<file path="src/rtl/qspi_rx_datapath.sv">
// -----------------------------------------------------------------------------
// qspi_rx_datapath
//   QSPI-side datapath that works alongside the controller FSM. It contains
//   three pieces of logic:
//     - Phase bit counter. It returns count_done_out on the last sclk cycle of
//       the current phase (command, address, dummy or data).
//     - Receive sampler. It shifts the io lines into a 32-bit word, with the
//       first bit received ending up in the MSB.
//     - Burst word counter. It returns burst_comp_out once the burst has been
//       fully consumed or produced.
//   All state lives in the single sclk_in domain.
//
// Ports
//   sclk_in                QSPI clock; all state updates on the rising edge
//   rst_n                  asynchronous, active-low reset
//   start_count_in         phase counter enable
//   set_count_lim_in       phase select: 00 cmd/status, 01 addr, 10 dummy, 11 data
//   addr_of_4B_in          1: 32-bit address, 0: 24-bit address
//   use_1/2/4_io_lines_in  bus width select (4 wins over 2, 2 wins over 1)
//   data_sample_reg_en_in  shift the io sample into the rx word this cycle
//   sel_sample_1_line_in   force 1-line sampling on io[1] (status read)
//   io_in[3:0]             synchronised io line values
//   load_burst_in          load the burst counter from burst_len_in
//   burst_len_in           number of words in the burst
//   burst_count_en_in      one burst word consumed or produced
//   count_done_out         final cycle of the current phase (combinational)
//   rx_word_out[31:0]      sampled receive word
//   burst_comp_out         burst counter is zero (registered state only)
// -----------------------------------------------------------------------------
module qspi_rx_datapath #(
  parameter int DUMMY_CYCLES = 8,
  parameter int BURST_W      = 8
) (
  input  logic               sclk_in,
  input  logic               rst_n,
  input  logic               start_count_in,
  input  logic [1:0]         set_count_lim_in,
  input  logic               addr_of_4B_in,
  input  logic               use_1_io_lines_in,
  input  logic               use_2_io_lines_in,
  input  logic               use_4_io_lines_in,
  input  logic               data_sample_reg_en_in,
  input  logic               sel_sample_1_line_in,
  input  logic [3:0]         io_in,
  input  logic               load_burst_in,
  input  logic [BURST_W-1:0] burst_len_in,
  input  logic               burst_count_en_in,
  output logic               count_done_out,
  output logic [31:0]        rx_word_out,
  output logic               burst_comp_out
);

  typedef enum logic [1:0] {
    LIM_CMD   = 2'b00,
    LIM_ADDR  = 2'b01,
    LIM_DUMMY = 2'b10,
    LIM_DATA  = 2'b11
  } lim_sel_e;

  typedef enum logic [1:0] {
    LINES_1,
    LINES_2,
    LINES_4
  } line_mode_e;

  logic [5:0]         r_cnt;
  logic [31:0]        r_rx_word;
  logic [BURST_W-1:0] r_bcnt;

  line_mode_e         w_mode;
  logic [5:0]         w_lim_m1;
  logic               w_done;
  logic [31:0]        w_base;
  logic [31:0]        w_rx_next;

  // Decode the bus width. When no width flag is set, the bus falls back to
  // single-line mode.
  always_comb begin
    // NOTE: every always_comb output gets a default first so no path leaves it
    // unassigned; otherwise a latch is inferred.
    w_mode = LINES_1;
    if (use_4_io_lines_in)      w_mode = LINES_4;
    else if (use_2_io_lines_in) w_mode = LINES_2;
  end

  // Last count value of the phase, expressed as LIM-1.
  always_comb begin
    w_lim_m1 = 6'd7;
    case (lim_sel_e'(set_count_lim_in))
      LIM_CMD:   w_lim_m1 = 6'd7;  // command on io0 and status on io1: always 8 bits
      LIM_ADDR: begin
        case (w_mode)
          LINES_4: w_lim_m1 = addr_of_4B_in ? 6'd7  : 6'd5;
          LINES_2: w_lim_m1 = addr_of_4B_in ? 6'd15 : 6'd11;
          default: w_lim_m1 = addr_of_4B_in ? 6'd31 : 6'd23;
        endcase
      end
      LIM_DUMMY: w_lim_m1 = 6'(DUMMY_CYCLES - 1);
      LIM_DATA: begin
        case (w_mode)
          LINES_4: w_lim_m1 = 6'd7;
          LINES_2: w_lim_m1 = 6'd15;
          default: w_lim_m1 = 6'd31;
        endcase
      end
      default:   w_lim_m1 = 6'd7;
    endcase
  end

  // The compare uses >= so that shortening the limit in mid-phase ends the
  // phase at once, instead of letting the counter run past the new limit.
  assign w_done         = start_count_in && (r_cnt >= w_lim_m1);
  assign count_done_out = w_done;

  // NOTE: sequential state uses non-blocking assignments and an asynchronous
  // active-low reset, so every flop reads the pre-edge value of the others.
  always_ff @(posedge sclk_in or negedge rst_n) begin
    if (!rst_n)                        r_cnt <= '0;
    else if (!start_count_in || w_done) r_cnt <= '0;
    else                               r_cnt <= r_cnt + 6'd1;
  end

  // The first sample of a phase (cnt==0) starts from an empty word, so a
  // stale word from an earlier phase never leaks into the new one.
  assign w_base = (r_cnt == 6'd0) ? 32'b0 : r_rx_word;

  always_comb begin
    w_rx_next = {w_base[30:0], io_in[1]};
    if (!sel_sample_1_line_in) begin
      case (w_mode)
        LINES_4: w_rx_next = {w_base[27:0], io_in[3:0]};
        LINES_2: w_rx_next = {w_base[29:0], io_in[1:0]};
        default: w_rx_next = {w_base[30:0], io_in[1]};
      endcase
    end
  end

  always_ff @(posedge sclk_in or negedge rst_n) begin
    if (!rst_n)                     r_rx_word <= '0;
    else if (data_sample_reg_en_in) r_rx_word <= w_rx_next;
  end

  assign rx_word_out = r_rx_word;

  // A load takes priority over a decrement, and a decrement at zero
  // saturates instead of wrapping.
  always_ff @(posedge sclk_in or negedge rst_n) begin
    if (!rst_n)                                     r_bcnt <= '0;
    else if (load_burst_in)                         r_bcnt <= burst_len_in;
    else if (burst_count_en_in && (r_bcnt != '0))   r_bcnt <= r_bcnt - 1'b1;
  end

  assign burst_comp_out = (r_bcnt == '0);

endmodule

</file>
<file path="config.mk">
export PLATFORM = sky130hd
export DESIGN_NAME = qspi_rx_datapath
export DESIGN_NICKNAME = d
export VERILOG_FILES = /design/src/rtl/qspi_rx_datapath.sv
export SDC_FILE = /design/constraint.sdc
export NUM_CORES = 1
export LEC_CHECK = 0
export BUFFER_PORTS_ARGS = -buffer_cell sky130_fd_sc_hd__buf_2
export CAP_MARGIN = 20
export CORE_AREA = 4 4 84 86
export DETAILED_ROUTE_END_ITERATION = 8
export DIE_AREA = 0 0 88 90
export SLEW_MARGIN = 10
export SYNTH_ARGS = -nofsm -noshare
export SYNTH_HDL_FRONTEND = slang
export SYNTH_SLANG_ARGS = --single-unit
</file>
<file path="constraint.sdc">
create_clock -name sclk_in -period 3.55 [get_ports sclk_in]
set_input_delay 0.71 -clock sclk_in [delete_from_list [all_inputs] [get_ports sclk_in]]
set_output_delay 0.71 -clock sclk_in [all_outputs]
set_load 0.01 [all_outputs]
</file>
==> results of run 1 <==
layer usage:
layer | global-route usage [%] | routed length [um]
met5 | 0 | 0
met4 | 3.84 | 24
met3 | 3.56 | 362
met2 | 24.4 | 2880
met1 | 22.5 | 2910
worst max-delay path: cells and delay by family:
kind	cells	cell delay, ns
compound gates	3	0.71
fa+ha+maj	1	0.31
buf+inv	2	0.26
simple gates	1	0.05
flip-flops by register name, indices dropped and copies added (netlist names):
register	flops
r_bcnt	8
r_cnt	6
rx_word_out	32
kinds of logic after synthesis:
group,count (synthesis),synth area share (%)
XOR/XNOR,5,1.73
multiplexers,4,1.63
flip-flops,46,45.6
AND/OR/NAND/NOR,84,16.1
adder cells (fa/ha/maj),8,3.96
buffers and inverters,26,4.21
AO/OA/AOI/OAI,84,26.8
power groups by stage:
stage | clock network (mW) | logic [mW] | registers [mW]
finish | 0.376 | 0.200 | 0.592
global route | 0.414 | 0.225 | 0.598
CTS | 0.391 | 0.200 | 0.592
detailed placement | 0 | 0.198 | 0.602
global placement | 0 | 0.195 | 0.602
floorplan | 0 | 0.120 | 0.601
metrics by stage:
| stage | std cells | cell area [um^2] | worst slack, ns |
|---|---|---|---|
| 5_1_grt | 388 | 3010 | 0.623 |
| 2_1_floorplan | 257 | 2530 | 0.685 |
| 3_3_place_gp | 378 | 2880 | 0.793 |
| 4_1_cts | 386 | 2980 | 0.790 |
| 3_5_place_dp | 378 | 2880 | 0.790 |
| 6_report | 388 | 3010 | 0.802 |
worst min path at each step:
stage | to | slack (ns) | cells after the start
finish | rx_word_out[21] | 0.28 | 1
global route | rx_word_out[22] | 0.28 | 1
CTS | r_cnt[0] | 0.52 | 1
detailed placement | r_cnt[0] | 0.51 | 1
global placement | r_cnt[0] | 0.50 | 1
floorplan | r_bcnt[0] | 0.41 | 0
cells in the final DEF, fill, tap and decap left out, types with 2 or more instances in the layout:
cell	n
o21ai_0	6
a311oi_1	2
xor2_1	2
and3_1	4
a21oi_1	7
nand4_1	2
clkbuf_8	5
a221o_1	29
mux2i_1	3
o211ai_1	2
xnor2_1	3
inv_1	8
nor2b_1	3
buf_2	57
nor2_1	43
buf_4	5
nand3_1	5
ha_1	8
dfrtp_1	46
nor3b_1	2
nand2_1	16
a31oi_1	4
clkbuf_1	2
a22oi_1	28
nor4b_1	2
cell type report:
class                           instances  area (um^2)  share of cell area (%)
Multi-Input combinational cell        185         1280                    42.5
Sequential cell                        46         1150                    38.3
Timing Repair Buffer                   63          343                    11.4
Tap cell                               77         96.3                    3.21
Clock buffer                            7         76.3                    2.54
Clock inverter                          1         30.0                   0.999
Inverter                                8         30.0                   0.999
Antenna cell                            1         2.50                  0.0833
==> results.py, run 1 <==
metrics = {
    "sta": {
        "setup_viol": 0,
        "slew_violations": 0,
        "fin_worst_skew_ns": 0.00789,
        "rsz0062_at_grt": "no",
        "worst_pin_slew_ns": 0.668,
        "slew_headroom_pct": 55.4,
        "fin_hold_ws_ns": 0.277,
        "fin_tns_setup_ns": 0,
        "timing.fmax_mhz": 364,
        "min_period_ns": 2.75,
        "fin_crit_sh_pct": 77.4,
        "hold_violations": 0,
    },
    "clock_network": {
        "clkSinkCount": 46,
        "htree_levels": 2,
        "ctsRootBufferMaster": "clkbuf_8",
        "cts_tree": "yes",
        "path_clk_slew_ns": 0.08,
        "clock_latency_ns": 0.29,
        "cts_setup_buffers": 0,
        "clockBufferDepth": 2,
        "ctsHoldBuffers": 0,
        "ctsResizeCount": 0,
        "cts_buffers": 5,
    },
    "critical_path": {
        "reg2regPathDepth": 6,
        "crit_type": "in -> out",
        "worstPathArrival_ns": 2.04,
        "start_kind": "input pin",
        "path_cells": "buf_2 > o311ai_0 > ha_1 > a21oi_1 > o221a_2 > nor2b_1 > buf_2",
        "required_ns": 2.84,
        "reg2reg_slack_ns": 1.46,
        "cp_max_fo": 5,
        "path_common_cell": "buf_2",
        "startpoint": "use_2_io_lines_in",
        "critPathCapture": "count_done_out",
        "cp-end-kind": "output port",
        "max_stage_delay_ns": 0.34,
        "reg2reg_to": "r_bcnt[1]",
        "r2r-start": "r_bcnt[0]",
        "crit_slowest_cell": "o311ai_0",
    },
    "global_routing": {
        "grt_max_degree": 47,
        "antenna_found_initial": 1,
        "grt_first_pass_wirelength_mm": 10.2,
        "grt-ovfl-total": 0,
        "grt_util_all_layers_pct": 15.9,
        "grt_pass1_vias": 2103,
    },
    "yosys": {
        "ys_warn_count": 0,
        "yosys-top-cells-count": "dfrtp_1 (46), nor2_1 (43), a221o_1 (29), a22oi_1 (28), nand2_1 (16)",
        "avgSynthCellArea_um2": 9.83,
        "synthCells": 257,
        "synth_edf_count": 0,
        "yosysUniqueCellTypes": 37,
        "synth-seq-area-share_pct": 45.6,
        "synth_top_area_share_pct": 45.6,
        "syn-cell-area_um2": 2530,
        "ys.flop_type": "dfrtp_1",
        "yosysMostFrequentCell": "dfrtp_1",
        "synth_top_area_cell": "dfrtp_1",
        "synth_nets": 290,
        "ys_top_cells_by_area": "dfrtp_1 (46%), a221o_1 (11%), a22oi_1 (8.3%)",
        "async_reset_ff_share_pct": 100,
        "synth-seq-cells": 46,
    },
    "power_and_ir_drop": {
        "intPower_uw": 847,
        "switchingPower_uw": 321,
        "power.share.clock_pct": 32.2,
        "seq_power_share_pct": 50.7,
        "power_density_nw_per_um2": 388,
        "p_sw_share_pct": 27.5,
        "power.leakage_nw": 1.42,
        "power.total_mw": 1.17,
        "comb_power_share_pct": 17.1,
        "peakVddDrop_mv": 0.169,
    },
    "die": {
        "boundaryPins": 59,
        "dieArea_um2": 7920,
        "start_util_pct": 40.2,
        "core_um2": 6280,
        "dieWidth_um": 88,
        "die_height_um": 90,
        "rows": 29,
    },
    "run": {
        "drv_cap": 0,
    },
    "place": {
        "gp_congestion": 0.760,
        "hpwl_mm": 4.12,
        "portBuffers": 57,
    },
    "drt": {
        "route.antenna.remaining_nets": 0,
        "firstDrtPassIters": 4,
        "drt_wl_total_mm": 6.17,
        "drtIter0Drc": 155,
        "vias_per_cell": 5.78,
        "vias": 2241,
        "drc": 0,
        "wl_per_cell_um": 15.9,
    },
    "finish": {
        "area.growth.synth_to_final_pct": 19.0,
        "drive_gt1_share_pct": 24.5,
        "fin_util_pct": 47.9,
        "nets": 342,
        "fillers": 629,
    },
    "run_status": {
        "status": "finished clean",
    },
    "hold_path": {
        "hp-class": "in -> async",
    },
}
Note: power is estimated with default switching activity, not from simulation.
==> run 2: changes to the inputs <==
- clock period: 3.55 -> 2.6 ns (I/O delays scaled with it)
==> results.py, run 2 (synthesis results as in run 1) <==
metrics = {
    "run_status": {
        "status": "finished clean",
    },
    "die": {
        "core_um2": 6280,
        "boundaryPins": 59,
        "die_height_um": 90,
        "rows": 29,
        "dieWidth_um": 88,
        "start_util_pct": 40.2,
        "dieArea_um2": 7920,
    },
    "drt": {
        "vias_per_cell": 5.80,
        "drt_wl_total_mm": 6.23,
        "wl_per_cell_um": 16.0,
        "drtIter0Drc": 150,
        "drc": 0,
        "vias": 2258,
        "route.antenna.remaining_nets": 0,
        "firstDrtPassIters": 4,
    },
    "sta": {
        "setup_viol": 0,
        "rsz0062_at_grt": "no",
        "min_period_ns": 2.37,
        "fin_hold_ws_ns": 0.245,
        "fin_tns_setup_ns": 0,
        "timing.fmax_mhz": 422,
        "slew_violations": 0,
        "fin_crit_sh_pct": 91.2,
        "fin_ws_ns": 0.229,
        "hold_violations": 0,
        "fin_worst_skew_ns": 0.0123,
        "slew_headroom_pct": 55.4,
        "worst_pin_slew_ns": 0.669,
    },
    "global_routing": {
        "grt_first_pass_wirelength_mm": 10.8,
        "antenna_found_initial": 0,
        "grt_max_degree": 31,
        "grt-ovfl-total": 0,
        "grt_util_all_layers_pct": 16.7,
        "grt_pass1_vias": 2186,
    },
    "place": {
        "portBuffers": 57,
        "gp_congestion": 0.779,
        "place_inst": 381,
        "post-place-ws_ns": 0.226,
        "post_dp_cell_area_um2": 2900,
        "hpwl_mm": 4.12,
    },
    "critical_path": {
        "crit_slowest_cell": "o311ai_0",
        "path_cells": "buf_2 > o311ai_0 > ha_1 > a21oi_1 > o221a_2 > nor2b_1 > buf_2",
        "r2r-start": "r_cnt[3]",
        "cp-end-kind": "output port",
        "startpoint": "use_2_io_lines_in",
        "start_kind": "input pin",
        "crit_type": "in -> out",
        "cp_max_fo": 5,
        "worstPathArrival_ns": 1.85,
        "path_common_cell": "buf_2",
        "required_ns": 2.08,
        "max_stage_delay_ns": 0.34,
    },
    "finish": {
        "drive_gt1_share_pct": 25.0,
        "layout_commonest_cell": "buf_2",
        "fillers": 604,
        "finalInstanceArea_um2": 3010,
        "largest_register_ffs": 32,
        "layout.cells.non_filler": 389,
        "nets": 344,
        "fin_util_pct": 47.9,
        "antenna_cells": 0,
        "final_cell_mix": "buf_2 (57), dfrtp_1 (46), nor2_1 (43)",
        "area.growth.synth_to_final_pct": 19.0,
    },
    "power_and_ir_drop": {
        "peakVddDrop_mv": 0.287,
        "power.leakage_nw": 1.42,
        "power.total_mw": 1.61,
        "power_density_nw_per_um2": 535,
    },
    "clock_network": {
        "ctsResizeCount": 0,
        "clkSinkCount": 46,
        "ctsHoldBuffers": 0,
        "cts_tree": "yes",
        "clock_latency_ns": 0.30,
        "cts_setup_buffers": 0,
        "htree_levels": 2,
        "ctsRootBufferMaster": "clkbuf_8",
        "path_clk_slew_ns": 0.09,
        "clockBufferDepth": 2,
        "cts_buffers": 5,
    },
    "hold_path": {
        "hp-class": "in -> async",
    },
    "run": {
        "drv_cap": 0,
    },
}
-- run 2: report_power, final --
group	switching (mW)	total, mW	internal (mW)
logic	0.158	0.271	0.114
registers	0.0534	0.809	0.755
clock network	0.241	0.529	0.288
total	0.452	1.61	1.16
-- run 2: final cells by class --
cell class | count | area, um^2 | area share [%]
tap | 77 | 96.3 | 3.21
sequential | 46 | 1150 | 38.3
inverter | 8 | 30.0 | 0.999
clock inverter | 1 | 30.0 | 0.999
multi-input combinational | 185 | 1280 | 42.5
timing repair buffer | 65 | 345 | 11.5
clock buffer | 7 | 76.3 | 2.54
-- run 2: final timing paths --
check / cells after the start / slack (ns) / to
min in group sclk_in: 3 / 0.44 / r_bcnt[4]
hold reg to reg: 1 / 0.52 / rx_word_out[31]
setup reg to reg: 5 / 0.59 / rx_word_out[27]
max in group asynchronous: 2 / 1.75 / r_bcnt[4]
hold / removal: 1 / 0.25 / rx_word_out[14]
setup / recovery: 7 / 0.23 / count_done_out
-- run 2: per-layer routing --
layer / track usage (%) / share of wire, % / up-vias
li1: - / - / 1083
met1: 24.2 / 47 / 1104
met2: 25.3 / 47 / 62
met3: 3.11 / 5.0 / 9
met4: 4.60 / 1.3 / 0
met5: 0 / 0 / -
-- run 2: critical path: cells and delay by family --
kind	cells	cell delay, ns
fa+ha+maj	1	0.31
buf+inv	2	0.26
simple gates	1	0.05
compound gates	3	0.71
==> run 3: changes to the inputs <==
- GPL_TIMING_DRIVEN: not set -> 0
==> results.py, run 3 (synthesis results as in run 1) <==
metrics = {
    "die": {
        "die_height_um": 90,
        "core_um2": 6280,
        "rows": 29,
        "dieArea_um2": 7920,
        "dieWidth_um": 88,
        "boundaryPins": 59,
        "start_util_pct": 40.2,
    },
    "drt": {
        "drc": 0,
        "top_layer": "met4",
        "drtIter0Drc": 113,
        "wl_per_cell_um": 15.6,
        "route.met3.wl_um": 313,
        "firstDrtPassIters": 4,
        "vias_per_cell": 5.74,
        "vias": 2283,
        "route.antenna.remaining_nets": 0,
        "drt_wl_total_mm": 6.19,
        "met2_length_mm": 2.83,
        "drt-met1-wl_mm": 2.99,
    },
    "critical_path": {
        "reg2regPathDepth": 5,
        "r2r-start": "r_cnt[3]",
        "start_kind": "input pin",
        "crit_type": "in -> out",
        "path_cells": "buf_2 > nor2b_2 > buf_4 > and3_1 > ha_1 > nand3_1 > o221a_2 > nor2b_1 > buf_2",
        "required_ns": 2.08,
        "worstPathArrival_ns": 2.03,
        "cp_max_fo": 10,
        "crit_slowest_cell": "ha_1",
        "max_stage_delay_ns": 0.27,
        "path_common_cell": "buf_2",
        "reg2reg_to": "rx_word_out[27]",
        "reg2reg_slack_ns": 0.70,
        "cp-end-kind": "output port",
    },
    "power_and_ir_drop": {
        "comb_power_share_pct": 17.6,
        "p_sw_share_pct": 28.9,
        "seq_power_share_pct": 51.6,
        "power.share.clock_pct": 30.7,
        "intPower_mw": 1.12,
        "power.total_mw": 1.57,
        "power.leakage_nw": 1.44,
        "switchingPower_uw": 453,
        "power_density_nw_per_um2": 515,
        "peakVddDrop_mv": 0.269,
    },
    "finish": {
        "nets": 353,
        "largest_register_ffs": 32,
        "finalInstanceArea_um2": 3050,
        "layout_commonest_cell": "buf_2",
        "antenna_cells": 0,
        "drive_gt1_share_pct": 25.5,
        "final_cell_mix": "buf_2 (62), dfrtp_1 (46), nor2_1 (43)",
        "layout.cells.non_filler": 398,
        "area.growth.synth_to_final_pct": 20.6,
        "fin_util_pct": 48.5,
        "fillers": 625,
    },
    "clock_network": {
        "ctsRootBufferMaster": "clkbuf_8",
        "cts_tree": "yes",
        "clock_latency_ns": 0.30,
        "cts_buffers": 5,
        "path_clk_slew_ns": 0.09,
        "clkSinkCount": 46,
        "clockBufferDepth": 2,
        "htree_levels": 2,
    },
    "hold_path": {
        "hp-class": "in -> async",
    },
    "sta": {
        "fin_tns_setup_ns": 0,
        "min_period_ns": 2.55,
        "worst_pin_slew_ns": 0.565,
        "fin_hold_ws_ns": 0.204,
        "fin_ws_ns": 0.0461,
        "fin_crit_sh_pct": 98.2,
        "timing.fmax_mhz": 392,
        "hold_violations": 0,
        "slew_headroom_pct": 62.4,
        "slew_violations": 0,
        "fin_worst_skew_ns": 0.0131,
        "setup_viol": 0,
        "rsz0062_at_grt": "yes",
    },
    "place": {
        "place_inst": 389,
        "post-place-ws_ns": -0.270,
        "portBuffers": 55,
        "gp_congestion": 0.764,
        "post_dp_cell_area_um2": 2900,
        "hpwl_mm": 4.45,
    },
    "global_routing": {
        "grt_util_all_layers_pct": 16.5,
        "antenna_found_initial": 0,
        "grt_pass1_vias": 2194,
        "grt-ovfl-total": 0,
        "grt_first_pass_wirelength_mm": 10.7,
        "grt_max_degree": 47,
    },
    "run": {
        "drv_cap": 0,
    },
    "run_status": {
        "status": "finished clean",
    },
}
[run 3: cell count changes in the layout (fill, tap and decap cells not counted), moves of 2 or more]
| cell | previous run | this run |
|---|---|---|
| buf_2 | 57 | 62 |
| buf_4 | 8 | 2 |
| clkbuf_1 | 2 | 7 |
| clkbuf_8 | 5 | 7 |
[run 3: routing by layer]
layer | up-vias | GRT usage (%)
li1 | 1110 | -
met1 | 1112 | 23.8
met2 | 56 | 25.1
met3 | 5 | 3.29
met4 | 0 | 4.22
met5 | - | 0
[run 3: worst max-delay path, delay by kind of cell]
family,cells,cell delay [ns]
AOI/OAI and AO/OA,1,0.26
adders and majority gates,1,0.27
buffers and inverters,3,0.44
and+or+nand+nor,4,0.54
[run 3: cell type report]
class                   instances  area, um^2  share of cell area (%)
multi-input cells             185        1280                    41.9
flip-flops and latches         46        1150                    37.8
repair buffers                 56         303                    9.94
clock buffers                   7        96.3                    3.16
well taps                      77        96.3                    3.16
plain buffers                  18        85.1                    2.79
inverters                       8        30.0                   0.986
clock inverters                 1        8.76                   0.287
[run 3: power groups by stage]
stage,clock network [mW],logic (mW),registers (mW)
after floorplan,0,0.164,0.820
after global placement,0,0.268,0.823
after detailed placement,0,0.273,0.823
after CTS,0.504,0.276,0.809
after global routing,0.534,0.315,0.819
final,0.482,0.277,0.811
[run 3: timing repair]
item                       CTS  global route
setup endpoints to repair    1             2
buffers inserted             0             0
pin swaps                    0             1
hold buffers                 0             0
gates cloned                 0             0
resized for setup            7             3
[run 3: worst max-delay path by stage]
stage | startpoint | endpoint
finish | use_2_io_lines_in | count_done_out
global route | use_4_io_lines_in | count_done_out
CTS | use_2_io_lines_in | count_done_out
detailed placement | use_4_io_lines_in | count_done_out
global placement | use_4_io_lines_in | count_done_out
floorplan | use_4_io_lines_in | count_done_out
